<file path="config.mk">
export PLATFORM = sky130hd
export DESIGN_NAME = dense_bias_loader
export DESIGN_NICKNAME = d
export VERILOG_FILES = /design/src/rtl/dense_bias_loader.sv
export SDC_FILE = /design/constraint.sdc
export NUM_CORES = 1
export LEC_CHECK = 0
export BUFFER_PORTS_ARGS = -buffer_cell sky130_fd_sc_hd__buf_4
export CAP_MARGIN = 20
export CORE_UTILIZATION = 30
export DETAILED_ROUTE_END_ITERATION = 16
export PLACE_DENSITY_LB_ADDON = 0.15
export SLEW_MARGIN = 0
export SYNTH_ARGS = -nofsm -noshare
export SYNTH_HDL_FRONTEND = slang
export SYNTH_SLANG_ARGS = --single-unit
</file>
<file path="constraint.sdc">
create_clock -name clk -period 2 [get_ports clk]
set_clock_uncertainty 0.1 [all_clocks]
set_input_delay 0.2 -clock clk [delete_from_list [all_inputs] [get_ports clk]]
set_output_delay 0.2 -clock clk [all_outputs]
set_load 0.02 [all_outputs]
</file>
<file path="src/rtl/dense_bias_loader.sv">
// Packs a serial byte upload into little-endian 32-bit biases and writes them,
// one strobe per word, into the dense-bias RAM; pulses done after the last word.
module dense_bias_loader #(
  parameter int NUM_BIASES = 10,
  parameter int ADDR_WIDTH = 4
) (
  input  logic                  clk,
  input  logic                  rst_n,
  input  logic                  start,
  input  logic [7:0]            in_data,
  input  logic                  in_valid,
  output logic                  in_ready,
  output logic [ADDR_WIDTH-1:0] wr_addr,
  output logic [31:0]           wr_data,
  output logic                  wr_en,
  output logic                  busy,
  output logic                  done
);

  typedef enum logic [1:0] {
    IDLE   = 2'd0,
    LOAD   = 2'd1,
    FINISH = 2'd2
  } state_e;

  localparam logic [ADDR_WIDTH-1:0] LAST_WORD = ADDR_WIDTH'(NUM_BIASES - 1);
  localparam logic [ADDR_WIDTH-1:0] WORD_ONE  = ADDR_WIDTH'(1);

  state_e                state_q, state_d;
  logic [1:0]            byte_idx_q, byte_idx_d;
  logic [ADDR_WIDTH-1:0] word_idx_q, word_idx_d;
  // Only bytes 0..2 need storage; byte 3 is taken straight from in_data.
  logic [23:0]           shift_q, shift_d;
  logic                  in_ready_q, in_ready_d;
  logic                  wr_en_q, wr_en_d;
  logic [ADDR_WIDTH-1:0] wr_addr_q, wr_addr_d;
  logic [31:0]           wr_data_q, wr_data_d;
  logic                  busy_q, busy_d;
  logic                  done_q, done_d;
  logic                  xfer_s;

  assign xfer_s = in_valid & in_ready_q;

  // Next-state, packing and write-strobe generation.
  always_comb begin
    state_d    = state_q;
    byte_idx_d = byte_idx_q;
    word_idx_d = word_idx_q;
    shift_d    = shift_q;
    wr_en_d    = 1'b0;
    wr_addr_d  = wr_addr_q;
    wr_data_d  = wr_data_q;

    case (state_q)
      IDLE: begin
        if (start) begin
          state_d    = LOAD;
          byte_idx_d = 2'd0;
          word_idx_d = {ADDR_WIDTH{1'b0}};
          shift_d    = 24'd0;
        end else begin
          state_d = IDLE;
        end
      end
      LOAD: begin
        if (xfer_s) begin
          case (byte_idx_q)
            2'd0: shift_d[7:0]   = in_data;
            2'd1: shift_d[15:8]  = in_data;
            2'd2: shift_d[23:16] = in_data;
            default: begin
              wr_en_d    = 1'b1;
              wr_addr_d  = word_idx_q;
              wr_data_d  = {in_data, shift_q};
            end
          endcase
          byte_idx_d = byte_idx_q + 2'd1;
          if (byte_idx_q == 2'd3) begin
            if (word_idx_q == LAST_WORD) begin
              state_d    = FINISH;
              word_idx_d = {ADDR_WIDTH{1'b0}};
            end else begin
              word_idx_d = word_idx_q + WORD_ONE;
            end
          end else begin
            word_idx_d = word_idx_q;
          end
        end else begin
          state_d = LOAD;
        end
      end
      FINISH: begin
        state_d = IDLE;
      end
      default: begin
        state_d = IDLE;
      end
    endcase

    // Status outputs are registered; done/busy trail the state by one cycle so
    // done lands one cycle after the final write strobe.
    in_ready_d = (state_d == LOAD);
    busy_d     = (state_q != IDLE);
    done_d     = (state_q == FINISH);
  end

  // State and output registers.
  always_ff @(posedge clk or negedge rst_n) begin
    if (!rst_n) begin
      state_q    <= IDLE;
      byte_idx_q <= 2'd0;
      word_idx_q <= {ADDR_WIDTH{1'b0}};
      shift_q    <= 24'd0;
      in_ready_q <= 1'b0;
      wr_en_q    <= 1'b0;
      wr_addr_q  <= {ADDR_WIDTH{1'b0}};
      wr_data_q  <= 32'd0;
      busy_q     <= 1'b0;
      done_q     <= 1'b0;
    end else begin
      state_q    <= state_d;
      byte_idx_q <= byte_idx_d;
      word_idx_q <= word_idx_d;
      shift_q    <= shift_d;
      in_ready_q <= in_ready_d;
      wr_en_q    <= wr_en_d;
      wr_addr_q  <= wr_addr_d;
      wr_data_q  <= wr_data_d;
      busy_q     <= busy_d;
      done_q     <= done_d;
    end
  end

  assign in_ready = in_ready_q;
  assign wr_en    = wr_en_q;
  assign wr_addr  = wr_addr_q;
  assign wr_data  = wr_data_q;
  assign busy     = busy_q;
  assign done     = done_q;

endmodule

</file>
==> metrics.cfg <==
[run]
max_cap_viol_count = 0

[clock_tree]
cts_root_buf = clkbuf_8
numCtsBuffers = 9
tritoncts = yes
cts_num_sinks = 72
htree_levels = 3
clk_pin_slew_worst_paths_ns = 0.08
insertion_delay_ns = 0.34
post_cts_buffers = 0
clk_path_buf_depth = 2

[layout]
layout_common_cells = 72 x dfrtp_1, 57 x mux2_2, 56 x buf_4
drive_gt1_share_pct = 46.5
fillers = 1031
final_common_cell = dfrtp_1
finalNetCount = 313
diodes = 0
areaGrowthSynthToFinish_pct = 26.7

[run_status]
status = completed

[place]
io_buffers = 51
hpwl_mm = 4.58
gp_congestion = 0.678

[detailed_routing]
vias = 2045
drt_iter0_drc = 77
dr.pass1.iters = 4
wl_per_cell_um = 16.0
drc_errors = 0
drt-total-wl_mm = 6.94
viasPerCell = 4.70
ant_nets = 0

[grt]
grt_pass1_vias = 2127
antenna_found_initial = 0
grt_util_all_layers_pct = 13.3
grt_overflow = 0
grt_max_degree = 42
grt_pass1_wl_mm = 11.4

[die]
initial_core_util_pct = 31.3
rows = 37
die_h_um = 106
core_area_um2 = 10500
io_pins = 52
die_w_um = 106
die_area_um2 = 11300

[synthesis]
synth_top_family_by_area = multiplexers
netlist_area_um2 = 3270
synth_flop_cell = dfrtp_1
synth.area.mux_share_pct = 21.4
syn_inst = 227
synth_warnings = 0
ys_ff_latch = 72
async_flop_share_pct = 100
netlist-cell-type-count = 37
synth_compound_area_share_pct = 9.59
synth-edff-count = 0
syn_avg_cell_area_um2 = 14.4
synthXorXnorAreaFrac_pct = 0
synth_simple_gate_area_share_pct = 7.49
synth-seq-area-share_pct = 55.0
synth_fa_ha_area_share_pct = 2.67
synth.net_count = 246

[worst_hold_path]
min_path_type = in -> reg

[sta]
slew_viol_final = 0
period_share_pct = 92.5
whs_ns = 0.105
max_freq_mhz = 540
grt_setup_unrepaired = false
fin_setup_tns_ns = 0
finalSetupViolCount = 0
slew_headroom_pct = 67.9
hold_viol = 0
fin_crit_ns = 1.85
tightestPinTransition_ns = 0.480

[power_and_ir_drop]
power_frac_comb_pct = 40.9
p_switching_mw = 2.15
p_clk_share_pct = 20.8
seq_power_share_pct = 38.3
internal_power_mw = 4.18
p_sw_share_pct = 34.0
leakage_nw = 1.71
peakVddDrop_mv = 0.616
p_per_area_nw_per_um2 = 1520

[critical_path]
crit_required_ns = 2.13
startpoint_type = register
critPathMaxStageDelay_ns = 0.46
path_class = reg -> reg
cpMaxStageDelayCell = dfrtp_1
cp.arrival_ns = 1.98
path_max_fanout = 9
cp-end-kind = register
crit_chain = inv_1 -> ha_1 -> nand4_2 -> a21o_1 -> a22o_1

==> cells in the mapped netlist, types with 3 or more instances <==
master	number	area [um^2]
nor2b_1	9	56.3
buf_8	3	45.0
clkbuf_1	4	15.0
ha_1	7	87.6
a21o_1	5	37.5
dfrtp_1	72	1800
nor2_1	3	11.3
inv_1	6	22.5
mux2_2	57	642
a22o_1	26	228
mux2_1	3	33.8
==> through the flow <==
stage          utilization (%)  cell area, um^2  cells  setup WS (ns)  total power, mW
6_report                  39.7             4150    435          0.149             6.33
5_1_grt                   39.7             4150    435         0.0271             6.75
4_1_cts                   39.7             4150    435          0.138             6.42
3_5_place_dp              36.6             3830    410          0.143             5.07
3_3_place_gp              36.6             3830    410          0.181             5.02
2_1_floorplan                -             3270    227          0.245             4.15
==> state kept, by name, summed over array words and instances, names as in the netlist <==
register    flops
wr_addr         4
shift_q        24
state_q         2
word_idx_q      4
in_ready        1
done            1
busy            1
wr_data        32
wr_en           1
byte_idx_q      2
==> what timing repair did <==
item,4_1_cts,5_1_grt
hold buffers,9,0
resized for setup,0,0
endpoints found under the hold margin,39,0
==> cells by family after synthesis <==
logic type               count (synthesis)
AO/OA/AOI/OAI                           37
adder cells (fa/ha/maj)                  7
AND/OR/NAND/NOR                         31
flip-flops                              72
multiplexers                            62
buffers and inverters                   18
==> path summary, 6_finish.rpt <==
path,slack (ns),from,end,cells past startpoint
min in group asynchronous,0.23,rst_n,wr_addr[1]$_DFFE_PN0P_,2
hold / removal,0.10,start,state_q[0]$_DFF_PN0_,3
max in group asynchronous,0.98,rst_n,shift_q[8]$_DFFE_PN0P_,3
hold reg to reg,0.39,wr_data[8]$_DFFE_PN0P_,wr_data[8]$_DFFE_PN0P_,1
setup reg to reg,0.15,byte_idx_q[0]$_DFFE_PN0P_,shift_q[0]$_DFFE_PN0P_,5
setup / recovery,0.15,byte_idx_q[0]$_DFFE_PN0P_,shift_q[0]$_DFFE_PN0P_,5
==> routing by layer <==
layer | part of all wire [%] | up-vias | GRT usage (%)
li1 | - | 974 | -
met1 | 50 | 1024 | 18.5
met2 | 44 | 39 | 19.9
met3 | 3.5 | 8 | 3.31
met4 | 1.6 | 0 | 5.28
met5 | 0 | - | 0
==> power groups by stage <==
stage	Clock (mW)	Sequential [mW]	Combinational, mW
3_3_place_gp	0	2.44	2.57
6_report	1.32	2.43	2.58
3_5_place_dp	0	2.46	2.60
5_1_grt	1.43	2.51	2.80
2_1_floorplan	0	2.76	1.40
4_1_cts	1.36	2.43	2.63
==> cell type report <==
cell class	count	area (um^2)	area share, %
inverters	6	22.5	0.543
clock inverters	5	78.8	1.90
well taps	136	170	4.10
repair buffers	68	571	13.8
flip-flops and latches	72	1800	43.4
clock buffers	11	151	3.65
multi-input cells	137	1350	32.6
==> critical path: cells and delay by family, from the launching register on <==
family	cells	cell delay [ns]
fa+ha+maj	1	0.16
compound gates	2	0.62
buf+inv	1	0.12
flops	1	0.46
simple gates	1	0.27
No activity file was read; power rests on OpenSTA's default activity.
